<file path="config.mk">
export PLATFORM = sky130hd
export DESIGN_NAME = mmio_initiator
export DESIGN_NICKNAME = d
export VERILOG_FILES = /design/src/rtl/mmio_pkg.sv /design/src/rtl/mmio_cmd_fifo.sv /design/src/rtl/mmio_initiator.sv
export SDC_FILE = /design/constraint.sdc
export NUM_CORES = 1
export LEC_CHECK = 0
export BUFFER_PORTS_ARGS = -buffer_cell sky130_fd_sc_hd__buf_2
export CAP_MARGIN = 0
export CORE_MARGIN = 2
export CORE_UTILIZATION = 51
export CTS_CLUSTER_SIZE = 30
export DETAILED_ROUTE_END_ITERATION = 12
export PLACE_DENSITY = 0.77
export SETUP_SLACK_MARGIN = 0.4
export SYNTH_ARGS = -nofsm -noshare
export SYNTH_HDL_FRONTEND = slang
export SYNTH_SLANG_ARGS = --single-unit
export TNS_END_PERCENT = 10
</file>
<file path="constraint.sdc">
create_clock -name clk -period 3.55 [get_ports clk]
set_clock_uncertainty 0.2 [all_clocks]
set_input_delay 0.71 -clock clk [delete_from_list [all_inputs] [get_ports clk]]
set_output_delay 0.71 -clock clk [all_outputs]
set_load 0.005 [all_outputs]
</file>
<file path="src/rtl/mmio_pkg.sv">
// Shared types for the MMIO initiator: FSM state, queued command record, bus widths.
package mmio_pkg;

  localparam int unsigned MaskWidth = 4;
  localparam int unsigned AddrWidth = 32;
  localparam int unsigned DataWidth = 32;

  typedef enum logic [1:0] {
    StIdle  = 2'd0,
    StIssue = 2'd1,
    StWait  = 2'd2,
    StResp  = 2'd3
  } mmio_state_e;

  typedef struct packed {
    logic [AddrWidth-1:0] addr;
    logic                 we;
    logic [MaskWidth-1:0] mask;
    logic [DataWidth-1:0] wdata;
  } mmio_cmd_t;

  // A command with no byte lanes enabled never touches the bus.
  function automatic logic mask_active(input logic [MaskWidth-1:0] mask);
    return |mask;
  endfunction

endpackage

</file>
<file path="src/rtl/mmio_cmd_fifo.sv">
// Command queue for the MMIO initiator: DEPTH entries (power of two, >= 2) of mmio_cmd_t.
// A push while full is accepted only when a pop happens in the same cycle.
module mmio_cmd_fifo
  import mmio_pkg::*;
#(
  parameter int unsigned DEPTH = 4
) (
  input  logic      clk_i,
  input  logic      rst_i,
  input  logic      push_i,
  input  mmio_cmd_t push_data_i,
  input  logic      pop_i,
  output mmio_cmd_t head_o,
  output logic      full_o,
  output logic      empty_o
);

  localparam int unsigned PtrW = (DEPTH > 1) ? $clog2(DEPTH) : 1;

  if (DEPTH < 2 || (DEPTH & (DEPTH - 1)) != 0) begin : g_bad_depth
    $error("mmio_cmd_fifo: DEPTH must be a power of two and at least 2");
  end

  logic [PtrW-1:0] wr_ptr_q, wr_ptr_d;
  logic [PtrW-1:0] rd_ptr_q, rd_ptr_d;
  logic [PtrW:0]   count_q, count_d;
  mmio_cmd_t       mem_q [DEPTH];
  logic            do_push, do_pop;

  assign full_o  = (count_q == (PtrW + 1)'(DEPTH));
  assign empty_o = (count_q == '0);
  assign do_pop  = pop_i && !empty_o;
  assign do_push = push_i && (!full_o || do_pop);
  assign head_o  = mem_q[rd_ptr_q];

  // Pointer and occupancy next-state; pointers wrap naturally at a power-of-two depth.
  always_comb begin
    wr_ptr_d = wr_ptr_q;
    rd_ptr_d = rd_ptr_q;
    count_d  = count_q;
    if (do_push) wr_ptr_d = wr_ptr_q + PtrW'(1);
    if (do_pop)  rd_ptr_d = rd_ptr_q + PtrW'(1);
    unique case ({do_push, do_pop})
      2'b10:   count_d = count_q + (PtrW + 1)'(1);
      2'b01:   count_d = count_q - (PtrW + 1)'(1);
      default: count_d = count_q;
    endcase
  end

  // Pointer and occupancy registers.
  always_ff @(posedge clk_i or posedge rst_i) begin
    if (rst_i) begin
      wr_ptr_q <= '0;
      rd_ptr_q <= '0;
      count_q  <= '0;
    end else begin
      wr_ptr_q <= wr_ptr_d;
      rd_ptr_q <= rd_ptr_d;
      count_q  <= count_d;
    end
  end

  // Storage needs no reset: entries are only read after being written.
  always_ff @(posedge clk_i) begin
    if (do_push) mem_q[wr_ptr_q] <= push_data_i;
  end

endmodule

</file>
<file path="src/rtl/mmio_initiator.sv">
// MMIO initiator: queues commands and plays them one at a time onto a memory-map port
// (IDLE -> ISSUE -> WAIT -> RESP). Optional build macro MMIO_INITIATOR_TIMEOUT_EN adds a
// WAIT-state timeout that returns rsp_err=1 after TIMEOUT_CYCLES cycles without mem_resp.
module mmio_initiator
  import mmio_pkg::*;
#(
  parameter int unsigned CMD_DEPTH      = 4,
  parameter int unsigned TIMEOUT_CYCLES = 16
) (
  input  logic                 clk,
  input  logic                 rst,
  input  logic                 cmd_valid,
  output logic                 cmd_ready,
  input  logic [AddrWidth-1:0] cmd_addr,
  input  logic                 cmd_we,
  input  logic [MaskWidth-1:0] cmd_mask,
  input  logic [DataWidth-1:0] cmd_wdata,
  output logic                 rsp_valid,
  input  logic                 rsp_ready,
  output logic [DataWidth-1:0] rsp_rdata,
  output logic                 rsp_err,
  output logic [AddrWidth-1:0] mem_addr,
  output logic [MaskWidth-1:0] mem_rmask,
  output logic [MaskWidth-1:0] mem_wmask,
  output logic [DataWidth-1:0] mem_wdata,
  input  logic [DataWidth-1:0] mem_rdata,
  input  logic                 mem_resp
);

  if (TIMEOUT_CYCLES < 2) begin : g_bad_timeout
    $error("mmio_initiator: TIMEOUT_CYCLES must be at least 2");
  end

  mmio_cmd_t   cmd_in, head;
  logic        fifo_full, fifo_empty, fifo_pop;

  mmio_state_e          state_q, state_d;
  logic                 cur_we_q, cur_we_d;
  logic [MaskWidth-1:0] cur_mask_q, cur_mask_d;
  logic [AddrWidth-1:0] mem_addr_q, mem_addr_d;
  logic [DataWidth-1:0] mem_wdata_q, mem_wdata_d;
  logic [DataWidth-1:0] rsp_rdata_q, rsp_rdata_d;

`ifdef MMIO_INITIATOR_TIMEOUT_EN
  localparam int unsigned CntW = $clog2(TIMEOUT_CYCLES + 1);
  logic [CntW-1:0] wait_cnt_q, wait_cnt_d;
  logic            rsp_err_q, rsp_err_d;
  assign rsp_err = rsp_err_q;
`else
  assign rsp_err = 1'b0;
`endif

  assign cmd_in    = '{addr: cmd_addr, we: cmd_we, mask: cmd_mask, wdata: cmd_wdata};
  assign cmd_ready = !fifo_full;

  mmio_cmd_fifo #(
    .DEPTH (CMD_DEPTH)
  ) u_cmd_fifo (
    .clk_i       (clk),
    .rst_i       (rst),
    .push_i      (cmd_valid && cmd_ready),
    .push_data_i (cmd_in),
    .pop_i       (fifo_pop),
    .head_o      (head),
    .full_o      (fifo_full),
    .empty_o     (fifo_empty)
  );

  // Masks are live only during the single ISSUE cycle; addr/wdata are registered and hold.
  assign rsp_valid = (state_q == StResp);
  assign rsp_rdata = rsp_rdata_q;
  assign mem_addr  = mem_addr_q;
  assign mem_wdata = mem_wdata_q;
  assign mem_rmask = (state_q == StIssue && !cur_we_q) ? cur_mask_q : '0;
  assign mem_wmask = (state_q == StIssue &&  cur_we_q) ? cur_mask_q : '0;

  // Transaction sequencer: next state, captured command and response data.
  always_comb begin
    state_d     = state_q;
    cur_we_d    = cur_we_q;
    cur_mask_d  = cur_mask_q;
    mem_addr_d  = mem_addr_q;
    mem_wdata_d = mem_wdata_q;
    rsp_rdata_d = rsp_rdata_q;
    fifo_pop    = 1'b0;
`ifdef MMIO_INITIATOR_TIMEOUT_EN
    wait_cnt_d  = wait_cnt_q;
    rsp_err_d   = rsp_err_q;
`endif
    unique case (state_q)
      StIdle: begin
        if (!fifo_empty) begin
          fifo_pop   = 1'b1;
          cur_we_d   = head.we;
          cur_mask_d = head.mask;
          state_d    = StIssue;
          // A zero-mask command leaves the bus registers untouched.
          if (mask_active(head.mask)) begin
            mem_addr_d  = head.addr;
            mem_wdata_d = head.wdata;
          end
        end
      end
      StIssue: begin
        if (mask_active(cur_mask_q)) begin
          state_d = StWait;
`ifdef MMIO_INITIATOR_TIMEOUT_EN
          wait_cnt_d = CntW'(1);
`endif
        end else begin
          // Zero-mask command: no strobes were driven, answer directly without waiting.
          rsp_rdata_d = '0;
`ifdef MMIO_INITIATOR_TIMEOUT_EN
          rsp_err_d   = 1'b0;
`endif
          state_d     = StResp;
        end
      end
      StWait: begin
        if (mem_resp) begin
          rsp_rdata_d = cur_we_q ? '0 : mem_rdata;
          state_d     = StResp;
`ifdef MMIO_INITIATOR_TIMEOUT_EN
          rsp_err_d   = 1'b0;
          wait_cnt_d  = '0;
        end else if (wait_cnt_q == CntW'(TIMEOUT_CYCLES - 1)) begin
          // Next edge is TIMEOUT_CYCLES cycles after ISSUE.
          rsp_rdata_d = '0;
          rsp_err_d   = 1'b1;
          wait_cnt_d  = '0;
          state_d     = StResp;
        end else begin
          wait_cnt_d = wait_cnt_q + CntW'(1);
`endif
        end
      end
      StResp: begin
        if (rsp_ready) state_d = StIdle;
      end
      default: state_d = StIdle;
    endcase
  end

  // Sequencer state and bus/response registers.
  always_ff @(posedge clk or posedge rst) begin
    if (rst) begin
      state_q     <= StIdle;
      cur_we_q    <= 1'b0;
      cur_mask_q  <= '0;
      mem_addr_q  <= '0;
      mem_wdata_q <= '0;
      rsp_rdata_q <= '0;
    end else begin
      state_q     <= state_d;
      cur_we_q    <= cur_we_d;
      cur_mask_q  <= cur_mask_d;
      mem_addr_q  <= mem_addr_d;
      mem_wdata_q <= mem_wdata_d;
      rsp_rdata_q <= rsp_rdata_d;
    end
  end

`ifdef MMIO_INITIATOR_TIMEOUT_EN
  // Timeout counter and error flag.
  always_ff @(posedge clk or posedge rst) begin
    if (rst) begin
      wait_cnt_q <= '0;
      rsp_err_q  <= 1'b0;
    end else begin
      wait_cnt_q <= wait_cnt_d;
      rsp_err_q  <= rsp_err_d;
    end
  end
`endif

endmodule

</file>
---- Word-level counts from Yosys, hierarchy flattened ----
Memory sizes are Yosys's and may differ from the RTL's.
Index checks and enable logic that the tools add are counted.
storage, ports and cells
  RAM bits ................................ 276
  bits in registers ....................... 110
  memories ................................ 1
  input bits .............................. 106
cells by class
  mux-type cells .......................... 16
  $add $sub $neg .......................... 4
  bitwise logic cells ..................... 1
  eq/ne operators ......................... 10
  reduce and logical (&&, ||, !) cells .... 19
memories
  memory            words  width  read ports  clocked after memory_dff  write ports  line                 source
  u_cmd_fifo.mem_q  4      69     1           0                         1            mmio_cmd_fifo.sv:27  mmio_cmd_t mem_q [DEPTH];
operators with widths
  kind                                                                      number
  32-bit 2-to-1 mux                                                         3
  32-bit case mux with 2 select lines                                       1
  3-bit AND reduction                                                       3
  4-bit 2-to-1 mux                                                          2
  2-bit case mux with 4 select lines                                        1
  4-bit OR reduction                                                        2
  2-bit equality test (second input constant)                               3
  2-bit 2-to-1 mux                                                          3
  2-bit inequality test (second input constant)                             3
  3-bit case mux with 2 select lines                                        1
  1-bit logical AND                                                         5
  1-bit 2-to-1 mux                                                          5
  2-bit by 1-bit adder with 2-bit output (second input constant)            2
  2-bit by 1-bit equality test with 1-bit output (second input constant)    2
  2-bit nonzero test                                                        2
  3-bit by 1-bit adder with 3-bit output (second input constant)            1
  3-bit equality test (second input constant)                               1
  1-bit zero test                                                           3
  3-bit zero test                                                           1
  3-bit by 1-bit subtractor with 3-bit output (second input constant)       1
  2-bit zero test                                                           1
  2-bit by 1-bit inequality test with 1-bit output (second input constant)  1
  2-bit AND reduction                                                       1
  1-bit logical OR                                                          1
  1-bit inverter                                                            1

---- Longest topological paths before layout ----
Gate-level depths: netlist of the first run.
  word-level depth ........................ 8
  depth in mapped cells ................... 10

---- By module ----
A second synthesis of the first run with hierarchy kept.
unflattened totals
  cell total of the unflattened synthesis .. 656
  area total of the unflattened synthesis .. 14,425.1 µm²
by module, submodules not included
  module          cells an instance  area each (µm²)  times used  seq. area each (µm²)
  mmio_cmd_fifo   400                10,357.4         1           8,463.1
  mmio_initiator  256                4,067.7          1           2,577.5

---- Worst setup path after synthesis of the first run ----
OpenSTA, ideal clock, no wires.
  path type ............................... input port to flip-flop
  from .................................... input cmd_valid
  to ...................................... memory u_cmd_fifo.mem_q[3][0] (netlist bit) (enable)
  data required time ...................... 2.915 ns
  path slack .............................. 0.538 ns
  setup time .............................. 0.435 ns
  arrival ................................. 2.377 ns
  stages .................................. 1
  path through ............................ and3_1
between the ends
  cells in the longest elaborated chain, start to end .. 4
RTL lines
  item                                    line                  source
  start, declared                         mmio_initiator.sv:12  input logic cmd_valid,
  1-bit logical AND                       mmio_initiator.sv:61  .push_i (cmd_valid && cmd_ready),
  1-bit logical AND                       mmio_cmd_fifo.sv:33   assign do_push = push_i && (!full_o || do_pop);
  1-bit 2-to-1 mux                        mmio_cmd_fifo.sv:65   if (do_push) mem_q[wr_ptr_q] <= push_data_i;
  1-bit 2-to-1 mux (implied by the code)  mmio_cmd_fifo.sv:65
  end, declared                           mmio_cmd_fifo.sv:27
Every way passes these cells.

---- Worst setup path after layout of the first run ----
  from .................................... register state_q[1]
  to ...................................... output mem_rmask[1]
between the ends
  cells in the longest elaborated chain, start to end .. 3
RTL lines
  item                                            line                   source
  start, declared                                 mmio_initiator.sv:37   mmio_state_e state_q, state_d;
  start signal, assigned                          mmio_initiator.sv:147  state_q <= StIdle;
  start signal, assigned                          mmio_initiator.sv:154  state_q <= state_d;
  2-bit by 1-bit equality test with 1-bit output  mmio_initiator.sv:74   assign mem_rmask = (state_q == StIssue && !cur_we_q) ? cur_mask_q : '0;
  1-bit logical AND                               mmio_initiator.sv:74
  4-bit 2-to-1 mux                                mmio_initiator.sv:74
  end, declared                                   mmio_initiator.sv:23   output logic [MaskWidth-1:0] mem_rmask,
Every way passes these cells.

==> impl_metrics.json, run 1 <==
{
  "synthDistinctLibCells": 31,
  "vias": 7208,
  "placed_cells": 1295,
  "wl_mm": 27.43,
  "finalHoldViolations": 0,
  "hpwl_mm": 16.68,
  "tightest_slew_ns": 0.8838,
  "numCtsBuffers": 39,
  "ant_nets": 0,
  "rr_endpoint": "u_cmd_fifo.count_q[2]$_DFFE_PP0P_",
  "ys_seq_area_share_pct": 76.01,
  "overflow": 0,
  "grt_use_total_pct": 18.55,
  "min_period_ns": 2.769,
  "syn_nets": 839,
  "stdcell_area_sq_um": 17400,
  "clock_sinks": 386,
  "crit_required_ns": 2.64,
  "p_leak_nw": 6.807,
  "r2r_start": "u_cmd_fifo.count_q[0]$_DFFE_PP0P_",
  "die_y_microns": 172.8,
  "cts_tree": "built",
  "finish.utilization_pct": 62.30,
  "max-slew-margin-rel_pct": 41.08,
  "post_cts_buffers": 0,
  "syn-mean-instance-area_sq_um": 20.12,
  "maxCapViolations": 0,
  "placementRows": 61,
  "rr_worst_depth": 8,
  "ctsResizeCount": 0,
  "critPathMaxFanout": 7,
  "gp_congestion": 0.7882,
  "crit_path_start_kind": "register",
  "ios": 213,
  "end_kind": "output port",
  "synth_edf_count": 276,
  "nets": 1075,
  "path_clk_slew_ns": 0.06,
  "root_buffer": "clkbuf_16",
  "yosysWarnings": 0,
  "ys_seq_elements": 386,
  "hold_buffers": 0,
  "setup_viol": 0,
  "drcViolationCount": 0,
  "cp.arrival_ns": 1.86,
  "grt_pass1_vias": 7806,
  "initial_utilization_pct": 52.00,
  "fin_cells": 1367,
  "fill_cells": 1964,
  "clk_latency_ns": 0.50,
  "run_status": "finished clean",
  "first_pass_iters": 6,
  "grt_pass1_wl_mm": 43.13,
  "fin_tns_setup_ns": 0,
  "detail_route.wl_per_cell_microns": 20.06,
  "synthArstFlopShare_pct": 28.50,
  "fin_ws_ns": 0.7805,
  "htreeDepth": 2,
  "via_per_inst": 5.273,
  "syn_inst": 722,
  "reg2reg_slack_ns": 0.79,
  "final_max_slew_viol_count": 0,
  "grt_setup_unrepaired": "no",
  "coreArea_sq_um": 27930,
  "synth.cell_area_sq_um": 14530,
  "drt_iter0_drc": 402,
  "layout_commonest_cell": "edfxtp_1",
  "hold_class": "input pin to asynchronous set/reset pin",
  "critPathKind": "register to output port",
  "die_area_sq_um": 29850,
  "area_growth_pct": 19.82,
  "clock_path_buffers": 3,
  "clock.fmax_ghz": 0.3611,
  "drive_above_1_share_pct": 36.98,
  "die_w_microns": 172.8,
  "layout_common_cells": "edfxtp_1, buf_2, dfrtp_1",
  "grt_max_degree": 67,
  "port_buffers": 211,
  "place_ws_ns": 0.7898,
  "antenna_found_initial": 6,
  "power_per_cell_area_nw_per_um2": 868.9,
  "ys.flop_type": "edfxtp_1",
  "ir_drop_mv": 0.5559,
  "period_share_pct": 78.01,
  "placed_cell_area_sq_um": 16160
}
==> stage by stage <==
stage               hold slack [ns]  total power (W)
detailed placement           0.2754          0.01133
global route                0.07461          0.01594
global placement             0.2683          0.01116
CTS                         0.05443          0.01534
floorplan                    0.2636         0.009668
finish                      0.04886          0.01512
==> sequential cells by signal, summed over array words and instances (netlist names) <==
register	cells
cur_we_q	1
mem_wdata	32
u_cmd_fifo.mem_q	276
u_cmd_fifo.rd_ptr_q	2
cur_mask_q	4
mem_addr	32
u_cmd_fifo.count_q	3
rsp_rdata	32
state_q	2
u_cmd_fifo.wr_ptr_q	2
==> Yosys cell counts (all sizes together) (2+ instances only) <==
cell type,number,area (sq um)
edfxtp,276,8288
dfrtp,110,2753
mux4,69,1554
mux2,66,743.2
nand2,50,187.7
inv,41,153.9
mux2i,32,320.3
buf,15,70.07
clkbuf,15,56.30
ha,10,125.1
and3,8,50.05
and2,5,31.28
xnor2,5,43.79
nor2,4,15.01
nand2b,2,12.51
o21ai,2,10.01
==> worst max-delay path, cell delays in order (launching register included) <==
cell and delay [ns]:
dfrtp_1 0.41, inv_1 0.13, ha_1 0.27, nor2b_1 0.25, and2_1 0.18, buf_2 0.12
==> per-layer routing <==
layer	wire, microns	global-route usage [%]
met1	11320	23.91
met2	13650	31.63
met3	1894	5.145
met4	510	4.484
met5	50	0
==> how the worst max path moves through the flow <==
stage | from | endpoint | slack (ns) | cells after the start
floorplan | cmd_valid | u_cmd_fifo.mem_q[3][0]$_DFFE_PP_ | 0.54 | 1
global placement | u_cmd_fifo.count_q[0]$_DFFE_PP0P_ | u_cmd_fifo.count_q[2]$_DFFE_PP0P_ | 0.86 | 8
detailed placement | u_cmd_fifo.count_q[0]$_DFFE_PP0P_ | u_cmd_fifo.count_q[2]$_DFFE_PP0P_ | 0.79 | 8
CTS | state_q[1]$_DFFE_PP0P_ | mem_rmask[1] | 0.76 | 5
global route | u_cmd_fifo.count_q[0]$_DFFE_PP0P_ | u_cmd_fifo.count_q[2]$_DFFE_PP0P_ | 0.58 | 8
finish | state_q[1]$_DFFE_PP0P_ | mem_rmask[1] | 0.78 | 5
==> power breakdown <==
part | switching (W) | leakage, nW | internal, W
clock network | 0.00158 | 0.609 | 0.00238
registers | 0.000535 | 3.89 | 0.00622
logic | 0.00222 | 2.31 | 0.00217
total | 0.00434 | 6.81 | 0.0108
==> cell type report <==
type | count | area, sq um | area share (%)
diodes | 2 | 5.005 | 0.02876
clock buffers | 54 | 1062 | 6.104
clock inverters | 16 | 181.4 | 1.042
inverters | 42 | 161.4 | 0.9274
multi-input cells | 264 | 3237 | 18.60
flip-flops and latches | 386 | 11050 | 63.48
well taps | 378 | 473.0 | 2.717
repair buffers | 225 | 1236 | 7.103
==> kinds of logic after synthesis <==
group	share of synthesized area [%]
XOR/XNOR	0.3618
other	0.02582
flip-flops	76.01
adder cells (fa/ha/maj)	0.9992
multiplexers	18.02
buffers and inverters	1.955
AO/OA/AOI/OAI	0.4049
AND/OR/NAND/NOR	2.222
No activity file was read; power rests on OpenSTA's default activity.
==> run 2: changes to the inputs <==
Settings changed: CORE_UTILIZATION 51 to 57, PLACE_DENSITY 0.77 to 0.82.
Clock period 3.55 ns to 2.8 ns, I/O delays scaled along.
==> impl_metrics.json, run 2 (same netlist as run 1, synthesis figures left out) <==
{
  "run_status": "finished clean",
  "switchingPower_w": 0.005735,
  "vias": 7371,
  "worstPathBufferInverterCount": 2,
  "coreArea_sq_um": 25110,
  "critPathKind": "register to register",
  "swShare_pct": 28.92,
  "place_ws_ns": 0.2458,
  "final_max_slew_viol_count": 0,
  "clk_latency_ns": 0.53,
  "grt_use_total_pct": 21.85,
  "path_cells": "mux4_2 -> o41ai_4 -> buf_6 -> clkbuf_16 -> mux2_1",
  "grt_setup_unrepaired": "yes",
  "initial_utilization_pct": 57.85,
  "ir_drop_mv": 0.6606,
  "grt_max_degree": 50,
  "p_int_w": 0.01410,
  "clock_sinks": 386,
  "maxCapViolations": 0,
  "power_frac_seq_pct": 43.4,
  "placementRows": 58,
  "layout_commonest_cell": "edfxtp_1",
  "numCtsBuffers": 39,
  "grt_pass1_vias": 7818,
  "period_share_pct": 89.45,
  "fin_ws_ns": 0.2955,
  "detail_route.wl_per_cell_microns": 21.37,
  "area_growth_pct": 21.76,
  "slowest_stage": "mux4_2",
  "cts_tree": "built",
  "clkPwrFrac_pct": 26.3,
  "crit_required_ns": 2.99,
  "nets": 1092,
  "gp_congestion": 0.7205,
  "setup_viol": 0,
  "ios": 213,
  "p_leak_nw": 6.968,
  "placed_cell_area_sq_um": 16210,
  "top_register": "u_cmd_fifo.mem_q",
  "layout_common_cells": "edfxtp_1, buf_2, dfrtp_1",
  "power_per_cell_area_nw_per_um2": 1121,
  "htreeDepth": 2,
  "die_y_microns": 163.6,
  "wl_mm": 28.68,
  "die_w_microns": 163.6,
  "stdcell_area_sq_um": 17690,
  "via_per_inst": 5.493,
  "clock_path_buffers": 3,
  "min_period_ns": 2.505,
  "fill_cells": 1610,
  "first_pass_iters": 5,
  "finalHoldViolations": 0,
  "drcViolationCount": 0,
  "clock.fmax_ghz": 0.3993,
  "critPathMaxFanout": 12,
  "end_kind": "register",
  "root_buffer": "clkbuf_16",
  "crit_family": "multiplexers",
  "fin_tns_setup_ns": 0,
  "power_frac_comb_pct": 30.2,
  "crit_path_start_kind": "register",
  "overflow": 0,
  "cp.arrival_ns": 2.70,
  "grt_pass1_wl_mm": 43.67,
  "tightest_slew_ns": 0.5378,
  "largest_register_ffs": 276,
  "max-slew-margin-rel_pct": 64.15,
  "crit_path_max_incr_delay_ns": 0.57,
  "drive_above_1_share_pct": 38.47,
  "die_area_sq_um": 26780,
  "antenna_found_initial": 9,
  "hold_class": "input pin to register",
  "drt_iter0_drc": 567,
  "hpwl_mm": 17.60,
  "path_clk_slew_ns": 0.06,
  "ant_nets": 0,
  "port_buffers": 211
}
[run 2: cell count changes in the layout (fill, tap and decap cells not counted), moves of 2 or more]
cell       previous run  this run
buf_4                 8        14
diode_2               2         6
buf_12                6        11
clkbuf_16            39        41
buf_16                0         2
buf_6                 0         2
[run 2: per-layer routing]
layer | GRT usage [%] | vias up | wire (microns)
met5 | 0 | - | 41
met4 | 5.383 | 6 | 524
met3 | 6.780 | 47 | 2382
met2 | 37.51 | 268 | 14520
met1 | 27.38 | 3760 | 11210
li1 | - | 3290 | -
[run 2: stage by stage]
stage,utilization [%],total power (W),hold WS [ns],std cells
2_1_floorplan,-,0.01226,0.2636,722
3_3_place_gp,64.57,0.01422,0.2704,1256
3_5_place_dp,64.57,0.01449,0.2769,1256
4_1_cts,70.23,0.01999,0.02251,1334
5_1_grt,70.41,0.02091,0.02528,1339
6_report,70.44,0.01983,0.04262,1342
[run 2: worst paths after layout]
| kind | startpoint | endpoint | slack [ns] | cells after the start |
|---|---|---|---|---|
| setup / recovery | u_cmd_fifo.rd_ptr_q[0]$_DFFE_PP0P_ | mem_addr[8]$_DFFE_PP0P_ | 0.30 | 5 |
| hold / removal | cmd_wdata[13] | u_cmd_fifo.mem_q[2][13]$_DFFE_PP_ | 0.04 | 1 |
| setup reg to reg | u_cmd_fifo.rd_ptr_q[0]$_DFFE_PP0P_ | mem_addr[8]$_DFFE_PP0P_ | 0.30 | 5 |
| hold reg to reg | mem_wdata[23]$_DFFE_PP0P_ | mem_wdata[23]$_DFFE_PP0P_ | 0.29 | 1 |
| max in group asynchronous | rst | u_cmd_fifo.rd_ptr_q[1]$_DFFE_PP0P_ | 1.40 | 4 |
| min in group asynchronous | rst | rsp_rdata[13]$_DFFE_PP0P_ | 0.39 | 3 |
[run 2: area by class of cell]
cell class,count,area [sq um],area share [%]
antenna,6,15.01,0.08490
clock buffer,54,1074,6.070
clock inverter,18,229.0,1.295
inverter,42,161.4,0.9126
multi-input combinational,264,3252,18.39
sequential,386,11050,62.47
tap,330,412.9,2.335
timing repair buffer,242,1494,8.447
[run 2: worst reg2reg max path: cells and delay by family (launching register included)]
kind	cells	cell delay [ns]
multiplexers	2	0.90
flip-flops	1	0.45
buffers and inverters	2	0.46
AO/OA/AOI/OAI	1	0.38
[run 2: timing repair]
item                                    4_1_cts  5_1_grt
resized for setup                            10        1
hold endpoints to repair                     15        0
pin swaps                                     1        0
gates cloned                                  2        1
setup buffers                                 3        1
hold buffers                                  1        0
endpoints found under the setup margin       69       70
[run 2: power by group through the flow]
| stage | Sequential [W] | Combinational (W) | Clock, W |
|---|---|---|---|
| global route | 0.00878 | 0.00658 | 0.00555 |
| finish | 0.00861 | 0.00600 | 0.00522 |
| CTS | 0.00863 | 0.00605 | 0.00531 |
| global placement | 0.00863 | 0.00560 | 0 |
| floorplan | 0.00860 | 0.00366 | 0 |
| detailed placement | 0.00872 | 0.00576 | 0 |
==> run 3: changes to the inputs <==
--- a/constraint.sdc
+++ b/constraint.sdc
@@ -4,2 +4,2 @@
 set_output_delay 0.56 -clock clk [all_outputs]
-set_load 0.005 [all_outputs]
+set_load 0.1 [all_outputs]
==> impl_metrics.json, run 3 (same netlist as run 1, synthesis figures left out) <==
{
  "nets": 1094,
  "coreArea_sq_um": 25110,
  "critPathKind": "register to register",
  "placementRows": 58,
  "tightest_slew_ns": 0.7210,
  "clock_sinks": 386,
  "largest_register_ffs": 276,
  "hold_class": "input pin to register",
  "port_buffers": 211,
  "path_clk_slew_ns": 0.06,
  "maxCapViolations": 0,
  "setup_viol": 0,
  "period_share_pct": 88.73,
  "grt_pass1_wl_mm": 43.63,
  "grt_setup_unrepaired": "yes",
  "numCtsBuffers": 39,
  "die_w_microns": 163.6,
  "run_status": "finished clean",
  "top_register": "u_cmd_fifo.mem_q",
  "detail_route.wl_per_cell_microns": 21.53,
  "hp-start": "cmd_wdata[2]",
  "critPathMaxFanout": 12,
  "grt_pass1_vias": 8010,
  "gp_congestion": 0.7243,
  "die_area_sq_um": 26780,
  "crit_path_start_kind": "register",
  "hpwl_mm": 17.58,
  "vias": 7421,
  "area_growth_pct": 22.25,
  "cts_tree": "built",
  "drive_above_1_share_pct": 39.48,
  "clk_latency_ns": 0.52,
  "drcViolationCount": 0,
  "finalHoldViolations": 0,
  "end_kind": "register",
  "grt_use_total_pct": 21.86,
  "grt_max_degree": 50,
  "clock_path_buffers": 3,
  "cp.arrival_ns": 2.68,
  "drt_iter0_drc": 551,
  "clock.fmax_ghz": 0.4025,
  "rr_endpoint": "mem_addr[8]$_DFFE_PP0P_",
  "whs_path_depth": 1,
  "ios": 213,
  "r2r_start": "u_cmd_fifo.rd_ptr_q[0]$_DFFE_PP0P_",
  "startpoint": "u_cmd_fifo.rd_ptr_q[0]$_DFFE_PP0P_",
  "slowest_stage": "mux4_2",
  "crit_required_ns": 3.00,
  "die_y_microns": 163.6,
  "min_period_ns": 2.485,
  "via_per_inst": 5.526,
  "layout_commonest_cell": "edfxtp_1",
  "initial_utilization_pct": 57.85,
  "layout_common_cells": "edfxtp_1, buf_2, dfrtp_1",
  "antenna_found_initial": 7,
  "first_pass_iters": 4,
  "rr_worst_depth": 5,
  "wl_mm": 28.92,
  "ant_nets": 0,
  "reg2reg_slack_ns": 0.32,
  "htreeDepth": 2,
  "path_cells": "mux4_2 -> o41ai_4 -> buf_4 -> buf_16 -> mux2_1",
  "placed_cells": 1256,
  "max-slew-margin-rel_pct": 51.94,
  "min_to": "u_cmd_fifo.mem_q[2][2]$_DFFE_PP_",
  "root_buffer": "clkbuf_16",
  "crit_path_max_incr_delay_ns": 0.56,
  "fin_cells": 1343,
  "final_max_slew_viol_count": 0,
  "overflow": 0
}
[run 3: cell types whose count changed in the layout (fill, tap and decap cells not counted), moves of 2 or more]
cell       change
clkinv_2       +4
and2_1         -4
buf_4          +7
bufinv_16      -2
clkbuf_8       +3
clkbuf_1       -3
buf_12         +3
buf_2          -8
and2_4         +4
clkinv_1       -2
[run 3: metal layers]
layer  vias up  global-route usage [%]  routed length [microns]
met5         -                       0                       30
met4         4                   6.459                      594
met3        50                   6.882                     2513
met2       261                   37.80                    14740
met1      3809                   26.57                    11030
li1       3297                       -                        -
[run 3: final cells by class]
cell class | instances | area (sq um)
Clock inverter | 18 | 183.9
Fill cell | 1539 | 7352
Multi-Input combinational cell | 264 | 3267
Sequential cell | 386 | 11050
Timing Repair Buffer | 244 | 1568
Clock buffer | 54 | 1104
Inverter | 42 | 161.4
Antenna cell | 5 | 12.51
Tap cell | 330 | 412.9
[run 3: how the worst max path moves through the flow]
stage,to,slack (ns)
after floorplan,u_cmd_fifo.mem_q[0][0]$_DFFE_PP_,-0.80
after global placement,mem_addr[11]$_DFFE_PP0P_,0.27
after detailed placement,mem_addr[21]$_DFFE_PP0P_,0.25
after CTS,mem_addr[14]$_DFFE_PP0P_,0.29
after global routing,mem_addr[20]$_DFFE_PP0P_,0.21
final,mem_addr[8]$_DFFE_PP0P_,0.32
[run 3: what timing repair did]
| item | in CTS | in global routing |
|---|---|---|
| buffers inserted | 5 | 1 |
| setup endpoints to repair | 73 | 75 |
| gates cloned | 1 | 2 |
| resized for setup | 31 | 2 |
| hold buffers | 1 | 0 |
| pin swaps | 1 | 1 |
| endpoints found under the hold margin | 15 | 0 |
[run 3: critical path: cells and delay by family (launching register included)]
| family | cells | cell delay, ns |
|---|---|---|
| muxes | 2 | 0.89 |
| DFF | 1 | 0.47 |
| AOI/OAI and AO/OA | 1 | 0.40 |
| buffers and inverters | 2 | 0.39 |
[run 3: stage by stage]
| stage | area (sq um) | util, % | hold WS, ns | setup slack [ns] | TNS (ns) |
|---|---|---|---|---|---|
| final | 17760 | 70.72 | 0.04688 | 0.3155 | 0 |
| after global routing | 17750 | 70.69 | 0.02846 | 0.2132 | 0 |
| after CTS | 17680 | 70.41 | 0.02469 | 0.2950 | 0 |
| after detailed placement | 16210 | 64.57 | 0.2761 | 0.2451 | 0 |
| after global placement | 16210 | 64.57 | 0.2692 | 0.2701 | 0 |
| after floorplan | 14530 | - | 0.2636 | -0.8008 | -221.01 |
Power of run 3 is left out: the tool's default activity adds up to more than one toggle a clock period on the data nets, which glitch-free logic cannot reach.
